==> src/rtl/jtag_scan_master.sv <==
// jtag_scan_master: host-side JTAG driver that walks a TAP through
// IR/DR scans and resets, returning the captured TDO bits.
module jtag_scan_master #(
   parameter int MAX_LEN = 32,
   parameter int LEN_W   = 6
) (
   input  logic               TCLK,
   input  logic               TRSTN,
   input  logic               cmd_valid,
   output logic               cmd_ready,
   input  logic [1:0]         cmd_op,
   input  logic [LEN_W-1:0]   cmd_len,
   input  logic [MAX_LEN-1:0] cmd_data,
   output logic               rsp_valid,
   input  logic               rsp_ready,
   output logic [MAX_LEN-1:0] rsp_data,
   output logic               TMS,
   output logic               TDI,
   input  logic               TDO,
   output logic               busy
);

   localparam int CW = LEN_W + 1;

   typedef enum logic [3:0] {
      TLR   = 4'd0,  IDLE  = 4'd1,
      SELDR = 4'd2,  CAPDR = 4'd3,
      SHDR  = 4'd4,  EX1DR = 4'd5,
      PAUDR = 4'd6,  EX2DR = 4'd7,
      UPDR  = 4'd8,  SELIR = 4'd9,
      CAPIR = 4'd10, SHIR  = 4'd11,
      EX1IR = 4'd12, PAUIR = 4'd13,
      EX2IR = 4'd14, UPIR  = 4'd15
   } tap_t;

   typedef enum logic [2:0] {
      C_START, C_WAIT, C_IDLE, C_SCAN, C_RSP
   } ctl_t;

   tap_t               tap_q, tap_d;
   ctl_t               ctl_q, ctl_d;
   logic               ir_q, ir_d;
   logic               rs_q, rs_d;
   logic [CW-1:0]      len_q, len_d;
   logic [CW-1:0]      cnt_q, cnt_d;
   logic [CW-1:0]      tot, eff_len;
   logic [LEN_W-1:0]   rcnt_q, rcnt_d;
   logic [MAX_LEN-1:0] sreg_q, sreg_d;
   logic [MAX_LEN-1:0] rsp_q, rsp_d;
   logic               tms_q, tms_d;
   logic               tdi_q, tdi_d;
   logic               rv_q, rv_d;
   logic [1:0]         stk;

   function automatic tap_t tap_next(
      input tap_t s,
      input logic t
   );
      unique case (s)
         TLR:     return t ? TLR   : IDLE;
         IDLE:    return t ? SELDR : IDLE;
         SELDR:   return t ? SELIR : CAPDR;
         CAPDR:   return t ? EX1DR : SHDR;
         SHDR:    return t ? EX1DR : SHDR;
         EX1DR:   return t ? UPDR  : PAUDR;
         PAUDR:   return t ? EX2DR : PAUDR;
         EX2DR:   return t ? UPDR  : SHDR;
         UPDR:    return t ? SELDR : IDLE;
         SELIR:   return t ? TLR   : CAPIR;
         CAPIR:   return t ? EX1IR : SHIR;
         SHIR:    return t ? EX1IR : SHIR;
         EX1IR:   return t ? UPIR  : PAUIR;
         PAUIR:   return t ? EX2IR : PAUIR;
         EX2IR:   return t ? UPIR  : SHIR;
         default: return t ? SELDR : IDLE;
      endcase
   endfunction

   // {shift, tms} for step k of a command
   function automatic logic [1:0] step(
      input logic          ir,
      input logic          rs,
      input logic [CW-1:0] len,
      input logic [CW-1:0] k
   );
      logic [CW-1:0] pre;
      pre = ir ? CW'(4) : CW'(3);
      if (rs)
         return {1'b0, k < CW'(5)};
      else if (k < pre)
         return {1'b0, (k == '0) ||
                       (ir && k == CW'(1))};
      else if (k < pre + len)
         return {1'b1, k == pre + len - CW'(1)};
      else
         return {1'b0, k == pre + len};
   endfunction

   always_comb begin
      if (cmd_len == '0)
         eff_len = CW'(1);
      else if ({1'b0, cmd_len} > CW'(MAX_LEN))
         eff_len = CW'(MAX_LEN);
      else
         eff_len = {1'b0, cmd_len};
   end

   assign tot = rs_q ? CW'(6)
              : len_q + (ir_q ? CW'(6) : CW'(5));

   always_comb begin
      ctl_d  = ctl_q;
      ir_d   = ir_q;
      rs_d   = rs_q;
      len_d  = len_q;
      cnt_d  = cnt_q;
      rcnt_d = rcnt_q;
      sreg_d = sreg_q;
      rsp_d  = rsp_q;
      rv_d   = rv_q;
      tms_d  = 1'b0;
      tdi_d  = 1'b0;
      stk    = '0;
      tap_d  = tap_next(tap_q, tms_q);
      unique case (ctl_q)
         C_START: ctl_d = C_WAIT;
         C_WAIT:  ctl_d = C_IDLE;
         C_IDLE: begin
            if (cmd_valid) begin
               ir_d   = cmd_op == 2'd1;
               rs_d   = cmd_op[1];
               len_d  = eff_len;
               sreg_d = cmd_data;
               rsp_d  = '0;
               rcnt_d = '0;
               cnt_d  = CW'(1);
               stk    = step(cmd_op == 2'd1,
                             cmd_op[1],
                             eff_len, '0);
               tms_d  = stk[0];
               ctl_d  = C_SCAN;
            end
         end
         C_SCAN: begin
            // TAP consumes TDI bit i on this edge
            if (tap_q == SHDR || tap_q == SHIR) begin
               rsp_d  = rsp_q |
                  ({{(MAX_LEN-1){1'b0}}, TDO}
                   << rcnt_q);
               rcnt_d = rcnt_q + LEN_W'(1);
            end
            if (cnt_q == tot) begin
               rv_d  = 1'b1;
               ctl_d = C_RSP;
            end else begin
               stk   = step(ir_q, rs_q, len_q, cnt_q);
               tms_d = stk[0];
               if (stk[1]) begin
                  tdi_d  = sreg_q[0];
                  sreg_d = sreg_q >> 1;
               end
               cnt_d = cnt_q + CW'(1);
            end
         end
         C_RSP: begin
            if (rsp_ready) begin
               rv_d  = 1'b0;
               ctl_d = C_IDLE;
            end
         end
         default: ctl_d = C_START;
      endcase
   end

   always_ff @(posedge TCLK or negedge TRSTN) begin
      if (!TRSTN) begin
         tap_q  <= TLR;
         ctl_q  <= C_START;
         ir_q   <= 1'b0;
         rs_q   <= 1'b0;
         len_q  <= '0;
         cnt_q  <= '0;
         rcnt_q <= '0;
         sreg_q <= '0;
         rsp_q  <= '0;
         rv_q   <= 1'b0;
         tms_q  <= 1'b1;
         tdi_q  <= 1'b0;
      end else begin
         tap_q  <= tap_d;
         ctl_q  <= ctl_d;
         ir_q   <= ir_d;
         rs_q   <= rs_d;
         len_q  <= len_d;
         cnt_q  <= cnt_d;
         rcnt_q <= rcnt_d;
         sreg_q <= sreg_d;
         rsp_q  <= rsp_d;
         rv_q   <= rv_d;
         tms_q  <= tms_d;
         tdi_q  <= tdi_d;
      end
   end

   assign cmd_ready = ctl_q == C_IDLE;
   assign busy      = ctl_q == C_SCAN;
   assign rsp_valid = rv_q;
   assign rsp_data  = rsp_q;
   assign TMS       = tms_q;
   assign TDI       = tdi_q;

endmodule
==> config.mk <==
export PLATFORM = sky130hd
export DESIGN_NAME = jtag_scan_master
export DESIGN_NICKNAME = d
export VERILOG_FILES = /design/src/rtl/jtag_scan_master.sv
export SDC_FILE = /design/constraint.sdc
export NUM_CORES = 1
export LEC_CHECK = 0
export CAP_MARGIN = 15
export CORE_MARGIN = 2
export CORE_UTILIZATION = 58
export CTS_CLUSTER_DIAMETER = 100
export DETAILED_ROUTE_END_ITERATION = 6
export PLACE_DENSITY_LB_ADDON = 0.12
export SYNTH_ARGS = -nofsm -noshare
export SYNTH_HDL_FRONTEND = slang
export SYNTH_SLANG_ARGS = --single-unit
==> constraint.sdc <==
create_clock -name TCLK -period 10.29 [get_ports TCLK]
set_input_delay 1.5435 -clock TCLK [delete_from_list [all_inputs] [get_ports TCLK]]
set_output_delay 1.5435 -clock TCLK [all_outputs]
set_load 0.02 [all_outputs]
==> results of run 1 <==
path summary, 6_finish.rpt:
| path | from | to | slack [ps] | cells past startpoint |
|---|---|---|---|---|
| max | ir_q | sreg_q[3] | 5710 | 11 |
| min | rsp_data[25] | rsp_data[25] | 500 | 2 |
| max reg2reg | ir_q | sreg_q[3] | 5710 | 11 |
| min reg2reg | rsp_data[25] | rsp_data[25] | 500 | 2 |
| max in group asynchronous | TRSTN | cnt_q[3] | 8060 | 2 |
| min in group asynchronous | TRSTN | rsp_data[25] | 1110 | 1 |
placed cells by master (no fill, tap or decap), drive strengths merged, types with 15 or more instances in the layout:
cell	instances
ha	18
clkdlybuf4s50	80
dfrtp	94
nor2	55
nand2b	36
nand3	15
a21oi	49
nand2	32
o221a	31
o21ai	18
inv	18
through the flow:
| stage | power, uW | util | instances |
|---|---|---|---|
| floorplan | 1470 | - | 524 |
| global placement | 1680 | 0.691 | 685 |
| detailed placement | 1720 | 0.691 | 685 |
| CTS | 1990 | 0.715 | 700 |
| global route | 2150 | 0.715 | 700 |
| finish | 1990 | 0.715 | 700 |
metal layers:
metal / vias to the layer above / share of wire
met3: 10 / 0.055
met5: - / 0
met1: 2030 / 0.44
met4: 0 / 0.0099
met2: 87 / 0.49
li1: 1997 / -
where the power goes:
group | total, uW | internal (uW) | switching (uW)
Clock | 263 | 136 | 127
Sequential | 651 | 507 | 144
Combinational | 1070 | 486 | 585
Total | 1990 | 1130 | 856
logic make-up (layout without fill, tap and decap cells):
kind of cell | Yosys count | after routing | synth area share
multiplexers | 10 | 10 | 0.0203
adder cells (fa/ha/maj) | 20 | 20 | 0.0511
flip-flops | 95 | 95 | 0.458
AND/OR/NAND/NOR | 198 | 198 | 0.197
XOR/XNOR | 20 | 20 | 0.0352
AO/OA/AOI/OAI | 132 | 132 | 0.194
buffers and inverters | 49 | 117 | 0.0439
flip-flops by register name (all words and copies together), names as in the netlist, 3 cells and up:
name      cells
len_q         6
cnt_q         7
rcnt_q        6
tap_q         4
rsp_data     32
ctl_q         3
sreg_q       32
layout make-up:
type | count | area (um2) | share of cell area
clock buffers | 10 | 128 | 0.0206
clock inverters | 5 | 81.3 | 0.0131
inverters | 18 | 67.6 | 0.0109
multi-input cells | 380 | 2580 | 0.417
flip-flops and latches | 95 | 2380 | 0.383
well taps | 108 | 135 | 0.0218
repair buffers | 84 | 831 | 0.134
worst reg2reg max path: cells and delay by family (launching register included):
kind / cells / cell delay, ps
AND/OR/NAND/NOR: 1 / 200
flip-flops: 1 / 450
buffers and inverters: 1 / 190
AO/OA/AOI/OAI: 6 / 2530
adder cells (fa/ha/maj): 3 / 1130
==> impl_results.md, run 1 <==
* GRT met3 Usage at 0.0582
* Final setup viols at 0
* Synth unique cells at between 60 and 70
* WP data arrival at around 4900 ps
* Hold Crit Class: reg -> reg
* Commonest cells in the netlist: dfrtp_1, nor2_1, a21oi_1
* Final Instance Area at about 6200 um2
* Layout area overhead at 19.6%
* Core ar. at around 8700 um2
* Pre-CTS setup slack at ~5800 ps
* DR DRC count at 0
* Fmax at 219 MHz
* Slew Limit Fails at 0
* Max Cap Viol at 0
* Die width at between 90 and 100 um
* Starting Density at 0.598
* N_diodes at 0
* Critical Path RT at approximately 11000 ps
* Via density at between 5 and 6
* Area contributors post-synth: dfrtp_1, o221a_2, a21oi_1
* Root Buffer: clkbuf_8
* Hold_buf cts at 0
* Placed standard-cell area at 6000 um2
* Die Y-Extent at just under 100 um
* Vias in the first global route at slightly above 4000
* Initial DRC count at between 300 and 400
* RSZ-0062 raised after global routing: false
* Slew headroom at 0.317
* GPL Wtd Cong at between 0.9 and 1
* P per Cell Area at ~320 nW/um2
* Setup Buffers After CTS at 0
* Main synth FF type: dfrtp_1
* Min cycle time layout at around 4600 ps
* Synth Net Count at approximately 600
* ANT nets after route at 0
* Final worst hold slack at 501 ps
* CTS tree: done
* Syn. warnings at 0
* Yosys top cell area share at 0.453
* Startpoint types: flip-flop
* Mapped Cells at ~520
* VDD IR max at between 150 and 200 uV
* Fin nets at 653
* Pleak at 0.00265 uW
* Worst slew pin tran at 1020 ps
* Sequential area share after synthesis at 0.458
* GRT busiest layer: met2
* CP most frequent cell: ha_1
* CTS sink cnt at between 90 and 100
* Most frequent cell after synthesis: dfrtp_1
* Clock Latency Late Sink at 350 ps
* Clk buf depth at 2
* Clock Skews at ~13 ps
* CP max stage delay at between 900 and 1000 ps
* Final Hold Vio Count at 0
* I/O pin count at 82
* Grt met1 use at 0.330
* Mean routed wirelength per cell at 16.0 um
* Routed WL at roughly 11000 um
* Layout cells sized above 1 at 0.110
* Via count at between 4000 and 5000
* Status: complete, no violations
* Largest net degree at the start of global routing at slightly above 80
* Post-Syn Area per Cell at ~9.9 um2
* FF+latch count, synth at 95
* Total Routing Usage GR at 0.237
* GRT overflow at 0
* Fin crit share at 0.445
* Critical path class: reg -> reg
* Crit path cell chain: inv_1, ha_1, fa_1, a21o_2, a221oi_4, ha_1, and3_1, a221o_1, a31oi_1, a41o_1, o221a_2
* Synth area leader: dfrtp_1
* Fin Setup TNS at 0 ps
* Critical Path End Type: flip-flop
* FP Rows at 34
* EDFF count, synth at 0
* Buffers & Inverters on Critical Path at 1
* Port buffer count at between 80 and 90
* TritonCTS Buffers at 9
* Met2 Track Usage GR at 0.379
* Fillers at ~690
* Initial antenna violation count at 0
* Post-synthesis instance area at ~5200 um2
* DIE AREA at 9720 um2
* Post-DP HPWL at 7800 um
* Cell family with most CP delay: compound AO/OA/AOI/OAI gates
* DR pass1 iterations at 5
* CP max stage cell: a41o_1
* First-pass GRT wire length at about 19000 um
* Final worst slack at 5710 ps
* H-Tree Depth at 3
* Ys async rst share at 1.00
* Post-CTS sizing at 0
* Largest driver fanout on the critical path at 31
* Reg clk slew, reported paths at approximately 90 ps
Power figures use the tool's default switching activity.
==> inputs of run 2 (changes only) <==
--- a/config.mk
+++ b/config.mk
@@ -7,7 +7,7 @@
 export LEC_CHECK = 0
 export CAP_MARGIN = 15
 export CORE_MARGIN = 2
-export CORE_UTILIZATION = 58
+export CORE_UTILIZATION = 49
 export CTS_CLUSTER_DIAMETER = 100
 export DETAILED_ROUTE_END_ITERATION = 6
 export PLACE_DENSITY_LB_ADDON = 0.12
==> constraint.sdc (replaced) <==
create_clock -name TCLK -period 3.75 [get_ports TCLK]
set_input_delay 0.5625 -clock TCLK [delete_from_list [all_inputs] [get_ports TCLK]]
set_output_delay 0.5625 -clock TCLK [all_outputs]
set_load 0.02 [all_outputs]
==> impl_results.md, run 2 (synthesis results as in run 1) <==
* Starting Density at 0.503 (-0.0953)
* Final worst slack at 245 ps (-5470 ps)
* Die Y-Extent at 107 um (+8.4%)
* Pre-CTS setup slack at 205 ps (-5550 ps)
* Total Routing Usage GR at 0.226 (-0.0111)
* First-pass GRT wire length at 20400 um (+7.1%)
* Fin nets at 661 (+1.2%)
* Startpoint types: flip-flop
* Critical path class: reg -> reg
* Post-DP HPWL at 8580 um (+10%)
* Largest driver fanout on the critical path at 31 (unchanged)
* ANT nets after route at 0 (unchanged)
* DIE AREA at 11400 um2 (+18%)
* TritonCTS Buffers at 9 (unchanged)
* Layout cells sized above 1 at 0.126 (+0.0167)
* Critical Path RT at 4060 ps (-6510 ps)
* Slew headroom at 0.523 (+0.206)
* Pleak at 0.00272 uW (+2.7%)
* P per Cell Area at 903 nW/um2 (+180%)
* Critical Path End Type: flip-flop
* Layout area overhead at 22.9%
* H-Tree Depth at 3 (unchanged)
* Die width at 107 um (+8.4%)
* Reg clk slew, reported paths at 100 ps (about the same)
* CTS tree: done
* Final Hold Vio Count at 0 (unchanged)
* Fin Setup TNS at 0 ps (unchanged)
* Hold Crit Class: in -> async
* Fin cells at 737 (+5.3%)
* VDD IR max at 558 uV (+230%)
* Setup Buffers After CTS at 0 (unchanged)
* Routed WL at 12200 um (+8.7%)
* Mean routed wirelength per cell at 16.5 um (+3.2%)
* DR DRC count at 0 (unchanged)
* Fin crit share at 0.935 (+0.490)
* Via count at 4156 (+0.78%)
* Final setup viols at 0 (unchanged)
* Fmax at 285 MHz (+31%)
* Clock Latency Late Sink at 380 ps (+30 ps)
* Min cycle time layout at 3510 ps (-1070 ps)
* Core ar. at 10300 um2 (+19%)
* Initial antenna violation count at 0 (unchanged)
* Placed Cells at 721 (+5.3%)
* Total power at 5760 uW (+190%)
* GRT overflow at 0 (unchanged)
* RSZ-0062 raised after global routing: false
* Largest net degree at the start of global routing at 57 (-30%)
* CTS sink cnt at 95 (unchanged)
* Clk buf depth at 2 (unchanged)
* DR pass1 iterations at 4 (-1)
* Root Buffer: clkbuf_8
* Max Cap Viol at 0 (unchanged)
* I/O pin count at 82 (unchanged)
* Slew Limit Fails at 0 (unchanged)
* FP Rows at 37 (+8.8%)
* Worst slew pin tran at 716 ps (-309 ps)
* N_diodes at 0 (unchanged)
* GPL Wtd Cong at 0.902 (-2.2%)
* Initial DRC count at 205 (-37%)
* Vias in the first global route at 4126 (+2.2%)
* Via density at 5.64 (-4.3%)
* Final worst hold slack at 231 ps (-271 ps)
* Port buffer count at 81 (unchanged)
* Clock Skews at 17.4 ps (+4.74 ps)
* WP data arrival at 3810 ps (-1050 ps)
* Commonest cells after routing, fill and taps aside: dfrtp_1, clkdlybuf4s50_1, nor2_1, a21oi_1, nand2b_1
* Status: complete, no violations
* Commonest non-fill, non-tap cell in the layout: dfrtp_1
==> run 2: layer usage <==
layer | wire length [um] | vias to the layer above | track usage
met2 | 5930 | 89 | 0.363
met4 | 238 | 0 | 0.0724
met3 | 645 | 20 | 0.0723
met1 | 5370 | 2027 | 0.293
li1 | - | 2020 | -
met5 | 0 | - | 0
==> run 2: final cells by class <==
cell class / count / area, um2
multi-input cells: 380 / 2590
repair buffers: 92 / 907
inverters: 18 / 67.6
fillers: 870 / 3950
clock buffers: 9 / 124
clock inverters: 7 / 144
flip-flops and latches: 95 / 2380
well taps: 136 / 170
==> run 2: power by group <==
part / switching (uW) / internal (uW) / leakage (uW)
logic: 1650 / 1440 / 0.00140
registers: 391 / 1390 / 0.00119
clock network: 373 / 513 / 0.000131
total: 2420 / 3340 / 0.00272
==> run 2: metrics by stage <==
step	instance area [um2]	utilization
3_3_place_gp	6100	0.591
2_1_floorplan	5190	-
3_5_place_dp	6100	0.591
4_1_cts	6370	0.617
5_1_grt	6380	0.618
6_report	6380	0.618
==> run 2: path summary, 6_finish.rpt <==
| kind | from | to | slack [ps] | depth (start not counted) |
|---|---|---|---|---|
| hold reg to reg | rsp_data[30] | rsp_data[30] | 510 | 2 |
| hold / removal | TRSTN | ctl_q[1] | 230 | 1 |
| setup reg to reg | ir_q | sreg_q[6] | 240 | 13 |
| min in group TCLK | rsp_data[30] | rsp_data[30] | 510 | 2 |
| max in group asynchronous | TRSTN | sreg_q[2] | 2760 | 2 |
| setup / recovery | ir_q | sreg_q[6] | 240 | 13 |
==> run 2: what timing repair did <==
item	4_1_cts	5_1_grt
hold endpoints to repair	0	0
endpoints found under the setup margin	0	33
gates resized for setup	0	2
hold buffers	0	0
==> run 2: critical path, cell delays in order, from the launching register on <==
cell and delay (ps):
dfrtp_1 360, inv_1 60, ha_1 220, fa_2 400, a21o_2 260, a221oi_4 340, ha_1 300, and3_1 200
a221o_1 290, a31oi_1 210, buf_4 160, a41o_1 200, buf_12 190, o221a_2 220
